`src/rtl/ula_multiciclo.sv`:
```
// rtl/ula_multiciclo.sv - ALU with single-cycle ops plus iterative shift-add multiply and restoring divide
// Registered result held under a valid/ready handshake; in_ready only while idle.
module ula_multiciclo #(
  parameter int WIDTH = 32,
  parameter int SHW   = 5
) (
  input  logic             clk,
  input  logic             reset,
  input  logic             in_valid,
  output logic             in_ready,
  input  logic [WIDTH-1:0] A,
  input  logic [WIDTH-1:0] B,
  input  logic [4:0]       opcode,
  output logic             out_valid,
  input  logic             out_ready,
  output logic [WIDTH-1:0] Out,
  output logic [4:0]       Flag
);

  localparam logic [4:0] OP_ADD   = 5'b00000;
  localparam logic [4:0] OP_SUB   = 5'b00001;
  localparam logic [4:0] OP_AND   = 5'b00010;
  localparam logic [4:0] OP_OR    = 5'b00011;
  localparam logic [4:0] OP_XOR   = 5'b00100;
  localparam logic [4:0] OP_NOT   = 5'b00101;
  localparam logic [4:0] OP_SLL   = 5'b00110;
  localparam logic [4:0] OP_SRL   = 5'b00111;
  localparam logic [4:0] OP_SRA   = 5'b01000;
  localparam logic [4:0] OP_SLT   = 5'b01001;
  localparam logic [4:0] OP_SLTU  = 5'b01010;
  localparam logic [4:0] OP_PASSB = 5'b01011;
  localparam logic [4:0] OP_MUL   = 5'b01100;
  localparam logic [4:0] OP_MULHU = 5'b01101;
  localparam logic [4:0] OP_DIVU  = 5'b01110;
  localparam logic [4:0] OP_REMU  = 5'b01111;

  localparam logic [SHW-1:0] LAST_ITER = SHW'(WIDTH - 1);

  typedef enum logic [1:0] {IDLE, BUSY_MUL, BUSY_DIV, DONE} state_t;

  state_t state, state_next;

  logic [WIDTH-1:0] hi;
  logic [WIDTH-1:0] lo;
  logic [WIDTH-1:0] opnd;
  logic [SHW-1:0]   cnt;
  logic             sel_hi;

  logic             start_mul;
  logic             start_div;
  logic             last_iter;

  logic [WIDTH:0]   sum_add;
  logic [WIDTH:0]   sum_sub;
  logic [WIDTH-1:0] sc_res;
  logic             sc_err;
  logic             sc_dz;
  logic             sc_v;
  logic             sc_c;

  logic [WIDTH:0]   mul_sum;
  logic [WIDTH:0]   div_shift;
  logic             div_ge;
  logic [WIDTH-1:0] div_diff;
  logic [WIDTH-1:0] hi_n;
  logic [WIDTH-1:0] lo_n;
  logic [WIDTH-1:0] it_res;
  logic             it_c;

  always_ff @(posedge clk or posedge reset) begin
    if (reset) begin
      state <= IDLE;
    end else begin
      state <= state_next;
    end
  end

  always_comb begin
    state_next = state;
    in_ready   = 1'b0;
    out_valid  = 1'b0;
    start_mul  = (opcode == OP_MUL) || (opcode == OP_MULHU);
    start_div  = ((opcode == OP_DIVU) || (opcode == OP_REMU)) && (B != '0);
    last_iter  = (cnt == LAST_ITER);
    case (state)
      IDLE: begin
        in_ready = 1'b1;
        if (in_valid) begin
          if (start_mul) begin
            state_next = BUSY_MUL;
          end else if (start_div) begin
            state_next = BUSY_DIV;
          end else begin
            state_next = DONE;
          end
        end
      end
      BUSY_MUL, BUSY_DIV: begin
        if (last_iter) begin
          state_next = DONE;
        end
      end
      DONE: begin
        out_valid = 1'b1;
        if (out_ready) begin
          state_next = IDLE;
        end
      end
      default: state_next = IDLE;
    endcase
  end

  // Single-cycle result, also covers illegal opcodes and divide-by-zero.
  always_comb begin
    sum_add = {1'b0, A} + {1'b0, B};
    sum_sub = {1'b0, A} - {1'b0, B};
    sc_res  = '0;
    sc_err  = 1'b0;
    sc_dz   = 1'b0;
    sc_v    = 1'b0;
    sc_c    = 1'b0;
    case (opcode)
      OP_ADD: begin
        sc_res = sum_add[WIDTH-1:0];
        sc_c   = sum_add[WIDTH];
        sc_v   = (A[WIDTH-1] == B[WIDTH-1]) && (sum_add[WIDTH-1] != A[WIDTH-1]);
      end
      OP_SUB: begin
        sc_res = sum_sub[WIDTH-1:0];
        sc_c   = ~sum_sub[WIDTH];
        sc_v   = (A[WIDTH-1] != B[WIDTH-1]) && (sum_sub[WIDTH-1] != A[WIDTH-1]);
      end
      OP_AND:   sc_res = A & B;
      OP_OR:    sc_res = A | B;
      OP_XOR:   sc_res = A ^ B;
      OP_NOT:   sc_res = ~A;
      OP_SLL:   sc_res = A << B[SHW-1:0];
      OP_SRL:   sc_res = A >> B[SHW-1:0];
      OP_SRA:   sc_res = $unsigned($signed(A) >>> B[SHW-1:0]);
      OP_SLT:   sc_res = {{(WIDTH-1){1'b0}}, ($signed(A) < $signed(B))};
      OP_SLTU:  sc_res = {{(WIDTH-1){1'b0}}, (A < B)};
      OP_PASSB: sc_res = B;
      OP_MUL, OP_MULHU: sc_res = '0;
      OP_DIVU: begin
        sc_res = '1;
        sc_dz  = 1'b1;
      end
      OP_REMU: begin
        sc_res = A;
        sc_dz  = 1'b1;
      end
      default: sc_err = 1'b1;
    endcase
  end

  // One iteration step; {hi,lo} is product for multiply, {remainder,quotient} for divide.
  always_comb begin
    mul_sum   = {1'b0, hi} + (lo[0] ? {1'b0, opnd} : {(WIDTH+1){1'b0}});
    div_shift = {hi, lo[WIDTH-1]};
    div_ge    = div_shift >= {1'b0, opnd};
    div_diff  = div_shift[WIDTH-1:0] - opnd;
    if (state == BUSY_MUL) begin
      hi_n = mul_sum[WIDTH:1];
      lo_n = {mul_sum[0], lo[WIDTH-1:1]};
    end else begin
      hi_n = div_ge ? div_diff : div_shift[WIDTH-1:0];
      lo_n = {lo[WIDTH-2:0], div_ge};
    end
    it_res = sel_hi ? hi_n : lo_n;
    it_c   = (state == BUSY_MUL) && !sel_hi && (hi_n != '0);
  end

  always_ff @(posedge clk or posedge reset) begin
    if (reset) begin
      hi     <= '0;
      lo     <= '0;
      opnd   <= '0;
      cnt    <= '0;
      sel_hi <= 1'b0;
      Out    <= '0;
      Flag   <= '0;
    end else begin
      case (state)
        IDLE: begin
          if (in_valid) begin
            cnt    <= '0;
            sel_hi <= opcode[0];
            if (start_mul) begin
              hi   <= '0;
              lo   <= B;
              opnd <= A;
            end else if (start_div) begin
              hi   <= '0;
              lo   <= A;
              opnd <= B;
            end else begin
              Out  <= sc_res;
              Flag <= {sc_err, sc_dz, sc_v, sc_c, sc_res[WIDTH-1]};
            end
          end
        end
        BUSY_MUL, BUSY_DIV: begin
          hi  <= hi_n;
          lo  <= lo_n;
          cnt <= cnt + 1'b1;
          if (last_iter) begin
            Out  <= it_res;
            Flag <= {3'b000, it_c, it_res[WIDTH-1]};
          end
        end
        default: ;
      endcase
    end
  end

endmodule

```
`config.mk`:
```
export PLATFORM = sky130hd
export DESIGN_NAME = ula_multiciclo
export DESIGN_NICKNAME = d
export VERILOG_FILES = /design/src/rtl/ula_multiciclo.sv
export SDC_FILE = /design/constraint.sdc
export NUM_CORES = 1
export LEC_CHECK = 0
export ABC_AREA = 1
export CORE_MARGIN = 4
export CORE_UTILIZATION = 35
export DETAILED_ROUTE_END_ITERATION = 16
export PLACE_DENSITY = 0.6
export SLEW_MARGIN = 15
export SYNTH_ARGS = -nofsm -noshare
export SYNTH_HDL_FRONTEND = slang
export SYNTH_SLANG_ARGS = --single-unit
export TNS_END_PERCENT = 100
```
`constraint.sdc`:
```
create_clock -name clk -period 4.7 [get_ports clk]
set_input_delay 1.175 -clock clk [delete_from_list [all_inputs] [get_ports clk]]
set_output_delay 1.175 -clock clk [all_outputs]
set_load 0.01 [all_outputs]
```
-- Yosys cells after proc, flatten, opt, wreduce, memory -nomap -nowiden
Cells that the tools add are included.
- register bits: 141
- add/subtract/negate cells: 5
- $lt $le $gt $ge: 3
- equality and inequality tests: 29
- shifts and indexed selects: 3
- multiplexer cells: 40
- bitwise logic cells: 5
- reduce and logical (&&, ||, !) cells: 23
- operators by type and width (operator ; count):
    two-way mux 32 bit ; 17
    case mux 32 bit (14 select lines) ; 1
    case mux 32 bit (2 select lines) ; 3
    adder 32 x 32 -> 33 bit ; 2
    < comparator 32 bit ; 2
    nonzero test 32 bit ; 2
    == test 5 x 4 -> 1 bit, second input constant ; 8
    >= comparator 33 x 32 -> 1 bit ; 1
    subtractor 32 x 32 -> 33 bit ; 1
    AND 32 bit ; 1
    inverter 32 bit ; 1
    OR 32 bit ; 1
    << shifter 32 x 5 -> 32 bit ; 1
    >> shifter 32 x 5 -> 32 bit ; 1
    >>> shifter 32 x 5 -> 32 bit ; 1
    subtractor 32 bit ; 1
    XOR 32 bit ; 1
    two-way mux 5 bit ; 5
    == test 5 x 3 -> 1 bit, second input constant ; 4
    case mux 5 bit (2 select lines) ; 2
    OR reduction 16 bit ; 1
    == test 5 x 2 -> 1 bit, second input constant ; 2
    != test 2 bit, second input constant ; 5
    AND reduction 3 bit ; 3
    other kinds (22) ; 41

-- Depth between registers and ports, before layout
Gate-level depths: netlist (run 1).
- depth in word-level cells: 8
- depth in mapped cells: 25

-- Worst setup path before layout (run 1)
OpenSTA, ideal clock, no wires.
- path kind: input -> register
- start: input port B[2]
- end: register Out[23]
- arrival time: 3529 ps
- slack: 1047 ps
- stages on the path: 20
- cell sequence: inv_2 -> clkbuf_1 -> clkbuf_1 -> ha_1 -> inv_2 -> nand2_1 -> nand2_1 -> a31oi_1 -> o21ai_0 -> nand2_1 -> nand2_1 -> nand2_1 -> nand2_1 -> nand2_1 -> nand2_1 -> nand2_1 -> nand2_1 -> nor2_1 -> o21ai_0 -> a21oi_1
- word-level cells in the longest chain between the ends: 6
- elaborated cells on any way between the ends: 14
- classes of those cells: add/sub: 2; eq/ne: 1; shift: 3; mux: 5; reduce/logical: 3
- ends and longest elaborated chain (item ; RTL line ; source):
    start: declaration ; 12 ; input logic [WIDTH-1:0] B,
    subtractor 32 x 32 -> 33 bit (tied with other cells) ; 116 ; sum_sub = {1'b0, A} - {1'b0, B};
    case mux 32 bit (14 select lines) ; 122 ; case (opcode)
    two-way mux 32 bit ; 192 ; end else if (start_div) begin
    two-way mux 32 bit ; 188 ; if (start_mul) begin
    two-way mux 32 bit ; 185 ; if (in_valid) begin
    case mux 32 bit (2 select lines) ; 183 ; case (state)
    end signal: assignment ; 197 ; Out <= sc_res;
    end signal: assignment ; 207 ; Out <= it_res;
    end: declaration ; 16 ; output logic [WIDTH-1:0] Out,
Parallel ways exist; a longest one is shown, timed or not. The select of a mux whose other input is x is not followed.
A chain may end at the register's enable or synchronous reset.

-- Final worst setup path (run 1)
- start: input port A[0]
- end: register Out[16]
- word-level cells in the longest chain between the ends: 6
- elaborated cells on any way between the ends: 10
- classes of those cells: add/sub: 2; shift: 3; mux: 5
- ends and longest elaborated chain (item ; RTL line ; source):
    start: declaration ; 11 ; input logic [WIDTH-1:0] A,
    subtractor 32 x 32 -> 33 bit (tied with other cells) ; 116 ;
    case mux 32 bit (14 select lines) (*) ; 122 ;
    two-way mux 32 bit (*) ; 192 ;
    two-way mux 32 bit (*) ; 188 ;
    two-way mux 32 bit (*) ; 185 ;
    case mux 32 bit (2 select lines) (*) ; 183 ;
Mark *: on every way between the ends. The rest lies on a longest branch, timed or not. The select of a mux whose other input is x is not followed.

==> qor.csv, run 1 <==
metric;value;unit
outcome;finished clean;
hold depth;2;
Post-synth EDFFs;0;
Max-Cap Viols;0;
R2R cell count;19;
initial antenna violation count;9;
CTS Sinks;140;
Final Skew;0.01519;ns
max-slew violation count;0;
number of global-route vias before repair;27850;
GP Congestion;1.086;
worst path cell trace;clkdlybuf4s50_1 -> inv_1 -> ha_1 -> inv_1 -> fa_1 -> nand3_1 -> nand2_1 -> nand2_1 -> a21oi_1 -> buf_4 -> a21o_1 -> or2_2 -> nand3_1 -> nand4_1 -> nand2_1 -> nand3_1 -> o21ai_0 -> inv_1;
Post-synth top flop;dfrtp_1;
min cycle time layout;4.341;ns
drt wl/cell;26.04;um
Hold Buf Count CTS;0;
Mapped Nets;4217;
Worst EP arrival;4.67;ns
pin count of the biggest net entering global routing;115;
first-pass GRT wire length;191.4;mm
Hold Crit Class;reg2reg;
Max stage delay on crit path;0.58;ns
reg-to-reg startpoint;lo[0];
Die Wd;260.8;um
Worst path depth;18;
Startpoint Class;input port;
GRT overflow;0;
register area share after synthesis;15.66;%
Initial DRC Count;3792;
CP Capture Type;flip-flop;
sum of negative setup slack;0;ns
Post-Syn Area;22370;um2
clk buf depth;2;
PD cells;510.0;nW/um2
GRT Max-Usage Layer;met2;
GR Layer Usage met1;48.78;%
# DRC;0;
xor-xnor portion of the synthesized cell area;0.7438;%
# H-tree levels;4;
Post-CTS Setup Bufs;0;
drt via density;5.735;
GRT met3 Usage;7.511;%
final setup fails;0;
syn avg cell area;5.630;um2
largest family of logic cells by synthesized area;simple AND/OR/NAND/NOR gates;
reg2reg end;Flag[1];
hold_sp;Flag[2];
Clk pin slew, worst setup/hold paths;0.07;ns
Synth Area in Simple Gates;36.25;%
slowest cell on the critical path;clkdlybuf4s50_1;
via count of the routed design;29610;
warnings from Yosys;0;
Synth Register Bits;140;
number of fill cells in the layout;7079;
FFs w/ async S/R, synth;100.0;%
post-synthesis adder-cell area fraction;9.641;%
Port-buffer cells;111;
endpoints failing hold;0;
crit path to;Out[16];
fmax;0.2304;GHz
Synth Area in Compound Gates;24.48;%
ANT nets after route;0;
first drt pass iteration count;6;
WL final;134.4;mm
GR Util met2;61.60;%
Slew @ Worst Pin;1.014;ns
PostCTS Resize Cnt;0;
Worst Path Buf+Inv;5;
RSZ-0062 raised after global routing;no;
fin nets;4540;
leakage power;0.01394;uW
Max-Slew Margin vs Limit;32.12;%
initial cell density of the core;35.40;%
overall routing resource usage;38.43;%
final worst-path cycle share;92.36;%
worst path required time;5.03;ns
Core Util, Final;43.25;%
Setup crit start;A[0];
Mapped Cells;3974;
die area;68030;um2
share of cells above drive strength 1;11.07;%
CTS root buf;clkbuf_16;
area delta synth->final;22.16;%
Reg2Reg Setup Slack;0.82;ns
CTS Buf Count;17;
io pins;112;
Crit Path Category;in2reg;
top cell family by delay on the critical path;simple AND/OR/NAND/NOR gates;
CP Max Fanout;6;
Worst-Skew Late Latency;0.45;ns
maximum VDD drop;473.3;uV
Cell variety after synth;56;
num rows;92;
CTS tree;done;
mux contribution to synthesized area;0.5816;%
CORE AREA;63200;um2
DP Wirelength;112.7;mm
Die Y;260.8;um
[sequential cells by signal, indices dropped and copies added, names as in the netlist]
register  cells
Out          31
hi           32
sel_hi        1
Flag          5
cnt           5
state         2
opnd         32
lo           32
[cells in the final DEF, fill, tap and decap left out, types with 43 or more instances in the layout]
cell and n:
buf_4 354, dfrtp_1 140, clkdlybuf4s50_1 108, o211ai_1 90
nand4_1 49, nor2_1 371, inv_1 531, nor3_1 43
nand2_1 1141, o22ai_1 52, o21ai_0 422, ha_1 165
nand3_1 244, a21oi_1 260
[layout make-up]
class	instances	area, um2	share of cell area (%)
tap	846	1059	3.873
inverter	553	2082	7.617
timing repair buffer	475	3954	14.47
multi-input combinational	3110	16050	58.73
clock buffer	18	439.2	1.607
sequential	140	3503	12.82
clock inverter	14	227.7	0.8331
antenna	6	15.01	0.05493
[layer usage]
layer	wire (um)	vias to the layer above	part of all wire, %
met5	47	-	0.035
met4	8586	6	6.4
met3	12600	328	9.4
met2	59690	1622	44
met1	53490	13850	40
li1	-	13800	-
[worst min path at each step]
stage               endpoint  slack, ns
floorplan              lo[2]       0.45
global placement     Flag[2]       0.47
detailed placement   Flag[2]       0.47
CTS                  Flag[2]       0.49
global route           lo[2]       0.54
finish               Flag[2]       0.49
[per-stage QoR]
stage / power, uW / instance area [um2] / hold slack (ns) / cells / setup WS (ns)
floorplan: 8264 / 22380 / 0.4530 / 3974 / 1.047
global placement: 12090 / 26650 / 0.4657 / 5124 / 0.06076
detailed placement: 12130 / 26650 / 0.4681 / 5124 / 0.03060
CTS: 13740 / 27320 / 0.4873 / 5156 / 0.4900
global route: 14950 / 27320 / 0.5375 / 5158 / 0.2667
finish: 13940 / 27330 / 0.4871 / 5162 / 0.3589
[synth_stat cells (18+ instances only)]
cell	count	area share [%]
o22ai_1	52	1.5
buf_2	46	1.0
nand2_1	1142	19
a21oi_1	260	5.8
nor2_1	372	6.2
o211ai_1	90	3.0
inv_1	533	8.9
a31oi_1	20	0.56
nor3_1	43	0.96
o21a_1	18	0.60
clkbuf_1	98	1.6
nand4_1	49	1.4
ha_1	166	9.3
nand3_1	244	5.5
o21ai_0	422	9.4
dfrtp_1	140	16
[tightest hold or removal path: cells and delay by family, from the launching register on]
family           cells  cell delay, ns
flip-flops           1            0.35
AND/OR/NAND/NOR      2            0.10
[cells by family after synthesis]
logic type,count (synthesis)
simple gates,1944
compound gates,964
buf+inv,724
fa+ha+maj,170
flops,140
xor+xnor,19
mux,13
[power breakdown]
group	leakage [uW]	total, uW	switching (uW)	internal [uW]
clock network	0.000323	1570	607	968
registers	0.00173	2480	644	1830
logic	0.0119	9890	6680	3210
total	0.0139	13900	7930	6010
No activity file was read; power rests on OpenSTA's default activity.
==> inputs of run 2 (changes only) <==
SKIP_LAST_GASP = 1   (was not set)
==> results of run 2 <==
Same layout as run 1: the final DEF is identical, and so are final timing and power.
